[config.mk]
export PLATFORM = sky130hd
export DESIGN_NAME = controle_multiciclo
export DESIGN_NICKNAME = d
export VERILOG_FILES = /design/src/rtl/nrisc_pkg.sv /design/src/rtl/controle_multiciclo_decod_ula.sv /design/src/rtl/controle_multiciclo.sv
export SDC_FILE = /design/constraint.sdc
export NUM_CORES = 1
export LEC_CHECK = 0
export BUFFER_PORTS_ARGS = -buffer_cell sky130_fd_sc_hd__buf_2
export CORE_MARGIN = 3
export CORE_UTILIZATION = 40
export CTS_BUF_LIST = sky130_fd_sc_hd__clkbuf_4
export DETAILED_ROUTE_END_ITERATION = 16
export GPL_TIMING_DRIVEN = 0
export PLACE_DENSITY = 0.65
export SLEW_MARGIN = 15
export SYNTH_ARGS = -nofsm -noshare
export SYNTH_HDL_FRONTEND = slang
export SYNTH_HIERARCHICAL = 1
export SYNTH_SLANG_ARGS = --single-unit
[constraint.sdc]
create_clock -name clk -period 4.1 [get_ports clk]
set_input_delay 0.615 -clock clk [delete_from_list [all_inputs] [get_ports clk]]
set_output_delay 0.615 -clock clk [all_outputs]
set_load 0.05 [all_outputs]
[src/rtl/nrisc_pkg.sv]
// Shared definitions for the nRISC control path: opcodes, ALU operation codes,
// PC source encodings and the multi-cycle state encoding.
package nrisc_pkg;

    typedef enum logic [2:0] {
        OP_LOAD  = 3'b000,
        OP_LA    = 3'b001,
        OP_STORE = 3'b010,
        OP_ADD   = 3'b011,
        OP_ADDI  = 3'b100,
        OP_BEQ   = 3'b101,
        OP_JUMP  = 3'b110,
        OP_HALT  = 3'b111
    } opcode_e;

    localparam logic [2:0] ULA_SOMA  = 3'b000;
    localparam logic [2:0] ULA_LA    = 3'b001;
    localparam logic [2:0] ULA_STORE = 3'b010;
    localparam logic [2:0] ULA_ADD   = 3'b011;
    localparam logic [2:0] ULA_BEQ   = 3'b101;

    localparam logic [1:0] PC_INC    = 2'b00;
    localparam logic [1:0] PC_BRANCH = 2'b01;
    localparam logic [1:0] PC_JUMP   = 2'b10;

    typedef enum logic [2:0] {
        S_FETCH  = 3'd0,
        S_DECODE = 3'd1,
        S_EXEC   = 3'd2,
        S_MEM    = 3'd3,
        S_WB     = 3'd4,
        S_HALT   = 3'd5
    } state_e;

endpackage

[src/rtl/controle_multiciclo_decod_ula.sv]
// Combinational opcode -> ALU operation / operand-select decode, kept separate so
// a pipelined control can reuse it.
module decod_ula
    import nrisc_pkg::*;
(
    input  logic [2:0] opcode,
    output logic [2:0] ula_op,
    output logic       ula_src
);

    always_comb begin
        ula_op  = ULA_SOMA;
        ula_src = 1'b0;
        case (opcode_e'(opcode))
            OP_LOAD:  begin ula_op = ULA_SOMA;  ula_src = 1'b1; end
            OP_LA:    begin ula_op = ULA_LA;    ula_src = 1'b1; end
            OP_STORE: begin ula_op = ULA_STORE; ula_src = 1'b1; end
            OP_ADD:   begin ula_op = ULA_ADD;   ula_src = 1'b0; end
            OP_ADDI:  begin ula_op = ULA_ADD;   ula_src = 1'b1; end
            OP_BEQ:   begin ula_op = ULA_BEQ;   ula_src = 1'b0; end
            default:  begin ula_op = ULA_SOMA;  ula_src = 1'b0; end
        endcase
    end

endmodule

[src/rtl/controle_multiciclo.sv]
// Multi-cycle control unit for the 8-bit nRISC datapath: holds the IR, sequences
// FETCH/DECODE/EXEC/MEM/WB and counts retired instructions.
module controle_multiciclo
    import nrisc_pkg::*;
#(
    parameter int DATA_W = 8,
    parameter int CONT_W = 16
) (
    input  logic              clk,
    input  logic              reset,
    input  logic [DATA_W-1:0] instrucao,
    input  logic              zero,
    input  logic              mem_ready,
    output logic [DATA_W-1:0] ir,
    output logic              ir_load,
    output logic              pc_write,
    output logic [1:0]        pc_src,
    output logic [2:0]        ula_op,
    output logic              ula_src,
    output logic              reg_write,
    output logic              mem_read,
    output logic              mem_write,
    output logic              mem_to_reg,
    output logic              halted,
    output logic [CONT_W-1:0] instr_count
);

    state_e              state_q, state_d;
    logic [DATA_W-1:0]   ir_q, ir_d;
    logic [CONT_W-1:0]   count_q, count_d;
    logic                retire;
    opcode_e             op;
    logic [2:0]          dec_op;
    logic                dec_src;

    assign op = opcode_e'(ir_q[DATA_W-1:DATA_W-3]);

    decod_ula u_decod_ula (
        .opcode  (ir_q[DATA_W-1:DATA_W-3]),
        .ula_op  (dec_op),
        .ula_src (dec_src)
    );

    always_ff @(posedge clk) begin
        if (reset) begin
            state_q <= S_FETCH;
            ir_q    <= '0;
            count_q <= '0;
        end else begin
            state_q <= state_d;
            ir_q    <= ir_d;
            count_q <= count_d;
        end
    end

    always_comb begin
        state_d    = state_q;
        ir_d       = ir_q;
        retire     = 1'b0;
        ir_load    = 1'b0;
        pc_write   = 1'b0;
        pc_src     = PC_INC;
        ula_op     = ULA_SOMA;
        ula_src    = 1'b0;
        reg_write  = 1'b0;
        mem_read   = 1'b0;
        mem_write  = 1'b0;
        mem_to_reg = 1'b0;
        halted     = 1'b0;

        case (state_q)
            S_FETCH: begin
                ir_load  = 1'b1;
                pc_write = 1'b1;
                pc_src   = PC_INC;
                ir_d     = instrucao;
                state_d  = S_DECODE;
            end
            S_DECODE: begin
                if (op == OP_JUMP) begin
                    pc_write = 1'b1;
                    pc_src   = PC_JUMP;
                    retire   = 1'b1;
                    state_d  = S_FETCH;
                end else if (op == OP_HALT) begin
                    state_d = S_HALT;
                end else begin
                    state_d = S_EXEC;
                end
            end
            S_EXEC: begin
                ula_op  = dec_op;
                ula_src = dec_src;
                if (op == OP_LOAD || op == OP_STORE) begin
                    state_d = S_MEM;
                end else if (op == OP_BEQ) begin
                    // Branch decision is the only Mealy output: taken in the same cycle.
                    pc_write = zero;
                    pc_src   = PC_BRANCH;
                    retire   = 1'b1;
                    state_d  = S_FETCH;
                end else begin
                    state_d = S_WB;
                end
            end
            S_MEM: begin
                ula_op  = dec_op;
                ula_src = dec_src;
                if (op == OP_LOAD) begin
                    mem_read = 1'b1;
                end else begin
                    mem_write = 1'b1;
                end
                if (mem_ready) begin
                    if (op == OP_LOAD) begin
                        state_d = S_WB;
                    end else begin
                        retire  = 1'b1;
                        state_d = S_FETCH;
                    end
                end
            end
            S_WB: begin
                ula_op     = dec_op;
                ula_src    = dec_src;
                reg_write  = 1'b1;
                mem_to_reg = (op == OP_LOAD);
                retire     = 1'b1;
                state_d    = S_FETCH;
            end
            S_HALT: begin
                halted = 1'b1;
            end
            default: begin
                state_d = S_FETCH;
            end
        endcase

        count_d = count_q + CONT_W'(retire);

        // Reset aborts whatever is in flight, so no strobe may leak out this cycle.
        if (reset) begin
            ir_load    = 1'b0;
            pc_write   = 1'b0;
            pc_src     = PC_INC;
            ula_op     = ULA_SOMA;
            ula_src    = 1'b0;
            reg_write  = 1'b0;
            mem_read   = 1'b0;
            mem_write  = 1'b0;
            mem_to_reg = 1'b0;
            halted     = 1'b0;
        end
    end

    assign ir          = ir_q;
    assign instr_count = count_q;

endmodule

Word level (Yosys, flattened, before mapping)
Cells that the tools add are included.

storage, ports and cells
  register bits = 27
  bits in latches = 0
  bits in writable memories = 0
  bits in read-only memories = 0
  input port bits = 12
  output and inout port bits = 37
  word-level logic and storage cells = 66
  memories = 0

cells by class
  add/sub/neg operators = 1
  $mul = 0
  divide/modulo/power cells = 0
  magnitude comparators = 0
  eq/ne operators = 13
  shifts and indexed selects = 0
  mux-type cells = 41
  bitwise operators = 1
  reduce and logical (&&, ||, !) cells = 7

operators by type and width
  cell                  number
  $mux W1               26
  $mux W3               8
  $eq A3 B3 Y1 const B  6
  $add A16 B1 Y16       1
  $pmux W3 S5           1
  $eq A3 B2 Y1 const B  4
  $pmux W3 S4           1
  $eq A3 B1 Y1 const B  2
  $logic_not A3 Y1      2
  $mux W2               2
  $pmux W1 S4           1
  $pmux W2 S2           1
  $reduce_or A4 Y1      1
  $pmux W1 S3           1
  $reduce_or A3 Y1      1
  $ne A2 B2 Y1 const B  1
  $reduce_and A2 Y1     1
  $reduce_or A2 Y1      1
  $logic_or A1 B1 Y1    1
  $not A1 Y1            1

Longest topological paths before layout
  depth after elaboration = 5
  mapped depth = 9
  depth with buffers taken out = 8

Hierarchy
The synthesis kept the hierarchy.

by module, submodules not included
  module               times used  cells an instance  area an instance (um^2)  sequential area each (um^2)
  controle_multiciclo  1           182                1503.9                   540.5
  decod_ula            1           9                  48.8                     0.0

Worst setup path before layout
Ideal clock, no wire load.

  path type = register to output
  start point = register ir_q[5] (netlist: ir[5])
  end point = output mem_write
  data arrival time = 2.666 ns
  data required time = 3.485 ns
  setup slack = 0.819 ns
  cell stages (with the launch flop) = 4
  path buffers = 1
  cells stage by stage = dfxtp_1 clkbuf_1 nor3_1 nor4_1

on the way
  cells in the longest elaborated chain, start to end = 4

RTL lines
  item                      RTL line                    text
  start: declaration        controle_multiciclo.sv:29   logic [DATA_W-1:0] ir_q, ir_d;
  start signal: assignment  controle_multiciclo.sv:51   ir_q <= ir_d;
  $logic_not A3 Y1          controle_multiciclo.sv:109  if (op == OP_LOAD) begin
  $mux W1                   controle_multiciclo.sv:109
  $mux W1                   controle_multiciclo.sv:71   case (state_q)
  $mux W1                   controle_multiciclo.sv:142  if (reset) begin
  end: declaration          controle_multiciclo.sv:22   output logic mem_write,

No other way between the ends.

Worst setup path after layout
  start point = register ir_q[5] (netlist: ir[5])
  end point = register count_q[12] (netlist: instr_count[12])

on the way
  cells in the longest elaborated chain, start to end = 5
  elaborated cells between the ends (all ways) = 12
  classes of those cells = add/sub (1); eq/ne (3); mux (6); reduce/logical (2)

RTL lines
  item                                  RTL line                                               text
  $eq A3 B3 Y1 (tied with other cells)  controle_multiciclo.sv:96                              end else if (op == OP_BEQ) begin
  $mux W1 (tied with other cells)       controle_multiciclo.sv:96
  $mux W1, on equally long branches     controle_multiciclo.sv:94, controle_multiciclo.sv:114
  $pmux W1 S4 (*)                       controle_multiciclo.sv:71
  $add A16 B1 Y16 (*)                   controle_multiciclo.sv:139                             count_d = count_q + CONT_W'(retire);
  end signal: assignment                controle_multiciclo.sv:52                              count_q <= count_d;
  end: declaration                      controle_multiciclo.sv:30                              logic [CONT_W-1:0] count_q, count_d;

Mark *: on every way between the ends. The rest lies on a longest branch, timed or not.
A chain may end at the register's enable or synchronous reset.

==> metrics.md <==
| Metric | Value |
|---|---|
| Post-DRT Antenna Nets | 0 |
| Synthesized Nets | just over 200 |
| Grt total ovfl | 0 |
| Drt wl/cell | 12.69 um |
| # placed instances | about 290 |
| Synth Area per Inst | between 8 and 9 um^2 |
| Min Tclk post-route | 2.952 ns |
| Multi-input gate area in the final layout | 934.6 um^2 |
| Setup crit start kind | flop |
| Post-synthesis sequential area ratio | 34.81% |
| Status | complete, no violations |
| Longest Clk Path Bufs | 2 |
| Synth area leader | dfxtp_1 |
| Die height | between 60 and 70 um |
| Dominant synthesized flop cell | dfxtp_1 |
| First-pass GRT wire length | 6237 um |
| DR iter-0 viols | 84 |
| HP Class | reg -> reg |
| Vias in the first global route | 1,342 |
| Element type at the critical path end | flop |
| Leak | about 0.83 nW |
| Total area of sequential cells | 540.5 um^2 |
| Yosys top cell area share | 34.81% |
| Port Buffers | 48 |
| Worst-Skew Late Latency | 0.33 ns |
| Drt first pass iters | 4 |
| Clk slew on worst S/H paths | 0.16 ns |
| Die area | 0.004666 mm^2 |
| Largest net degree at the start of global routing | 17 |
| Max-cap violations | 0 |
| Routed WL | between 3000 and 4000 um |
| Post-Synthesis Cells | 191 |
| # hold bufs at CTS | 0 |
| Root Driver | clkbuf_4 |
| DP Area | 0.001853 mm^2 |
| Total setup buffers inserted after CTS | 0 |
| Slew headroom | between 40% and 50% |
| Synth warn | 6 |
| Xor and xnor area share after synthesis | 1.692% |
| Peak supply drop | about 0.44 mV |
| Simple-gate share of the synthesized area | 38.11% |
| Synth area leaders | dfxtp_1, a21oi_1, nand2_1 |
| Mapped Area | 0.001553 mm^2 |
| Crit path required time | 4.34 ns |
| Post-synth EDFFs | 0 |
| Final Hold Fails | 0 |
| RSZ-0062 raised after global routing | false |
| RD Place Congestion | between 0.8 and 0.9 |
| CTS tree | yes |
| Final non-filler cell total | 291 |
| CTS Buf Count | 3 |
| Worst Skew | 0.003855 ns |
| Post-CTS sizing | 0 |
| Pwr dens | 517.8 mW/mm^2 |
| Initial core utilization | 42.10% |
| Row Count | 22 |
| Share of layout cells above drive strength 1 | 28.40% |
| Layout Cell Area excl Fill | 0.001883 mm^2 |
| H-Tree Depth | 1 |
| Final Setup Violations | 0 |
| PnR Total Power | 975.1 uW |
| Mux cell area share after synthesis | 3.626% |
| Filler Cell Count | 392 |
| Via density | 5.206 |
| Area delta synth->final | 21.27% |
| Crit path max fanout | 10 |
| Crit path DAT | 3.20 ns |
| Fin Hold WS | around 0.46 ns |
| GRT Total Usage | 17.46% |
| Largest family of logic cells by synthesized area | simple AND/OR/NAND/NOR gates |
| Synth Area in Adders | 1.612% |
| Unique masters post-synth | 45 |
| FMAX | 0.3388 GHz |
| DP Wirelength | 2754 um |
| Max Slew Vio Count | 0 |
| Drc violations | 0 |
| Synth Area in Compound Gates | 15.15% |
| Antenna diodes | 0 |
| Fin crit share | 71.99% |
| Clk sinks | 27 |
| Worst setup path class | reg -> reg |
| Post-layout nets | roughly 260 |
| Post-synth ARST share | 0% |
| Antenna violations before repair | 0 |
| TNS Setup | 0 ns |
| Core area | 0.003689 mm^2 |
| I/O Pins | 49 |
| Via count | roughly 1,500 |
| Synthesis-stage register bit count | 27 |
| Least-Margin Pin Slew | 0.8659 ns |
| Die W | a little under 70 um |
-- through the flow --
step | setup WS, ns | util [%]
detailed placement | 1.199 | 50.24
floorplan | 0.8195 | -
global route | 0.8564 | 51.05
global placement | 1.156 | 50.24
CTS | 1.169 | 51.05
finish | 1.148 | 51.05
-- registers in the layout, indices dropped and copies added, names as in the netlist --
| name | flops |
|---|---|
| instr_count | 16 |
| ir | 8 |
| state_q | 3 |
-- cell families (layout without fill, tap and decap cells) --
group,after synthesis,in the layout
adders and majority gates,2,2
xor gates and xnor gates,3,3
and+or+nand+nor,99,99
AOI/OAI and AO/OA,38,38
buffers and inverters,17,69
DFF,27,27
muxes,5,5
-- layout make-up --
| cell class | count | area share (%) |
|---|---|---|
| Clock buffer | 3 | 1.196 |
| Timing Repair Buffer | 48 | 12.76 |
| Inverter | 5 | 0.9967 |
| Clock inverter | 1 | 0.3987 |
| Multi-Input combinational cell | 147 | 49.63 |
| Tap cell | 48 | 3.189 |
| Sequential cell | 27 | 28.70 |
| Buffer | 12 | 3.123 |
-- layer usage --
metal  GRT usage, %  wire length (um)
met5              0                 0
met4          5.459                72
met3          4.598               220
met2          25.39              1553
met1          24.88              1848
-- critical path: stages, from the launching register on --
cell and delay, ns:
dfxtp_1 0.53, clkbuf_1 0.36, nor3_1 0.14, o41ai_1 0.35
a31o_2 0.17, ha_1 0.22, ha_1 0.27, inv_1 0.17
nor4_2 0.31, mux2_1 0.34
-- cell usage after synthesis (4+ instances only) --
master	count
a21oi_1	17
and2_1	5
buf_2	5
clkbuf_1	4
dfxtp_1	27
inv_1	5
nand2_1	21
nand2b_1	8
nand3_1	7
nand4_1	5
nor2_1	14
nor2b_1	9
nor4_1	6
o21ai_0	6
or3_1	5
-- cell usage in the layout, fill, tap and decap left out, drive strengths merged, types with 2 or more instances in the layout --
| cell type | instances |
|---|---|
| a21oi | 17 |
| and2 | 5 |
| buf | 56 |
| clkbuf | 7 |
| dfxtp | 27 |
| ha | 2 |
| inv | 5 |
| mux2 | 5 |
| nand2 | 21 |
| nand2b | 8 |
| nand3 | 8 |
| nand3b | 2 |
| nand4 | 6 |
| nor2 | 14 |
| nor2b | 9 |
| nor3 | 3 |
| nor3b | 3 |
| nor4 | 9 |
| o21ai | 9 |
| o31ai | 3 |
| or3 | 5 |
| or4 | 3 |
| xor2 | 2 |
-- path summary, 6_finish.rpt --
| check | from | end | slack, ns | cells past startpoint |
|---|---|---|---|---|
| worst min-delay path | ir[2] | ir[2] | 0.46 | 2 |
| worst min register to register | ir[2] | ir[2] | 0.46 | 2 |
| worst max register to register | ir[5] | instr_count[12] | 1.15 | 9 |
| worst max-delay path | ir[5] | instr_count[12] | 1.15 | 9 |
-- where the power goes --
group	leakage, nW	internal [mW]	switching [mW]
logic	0.598	0.150	0.351
clock network	0.0139	0.0374	0.0863
registers	0.220	0.302	0.0473
total	0.832	0.490	0.485
Power figures use the tool's default switching activity.
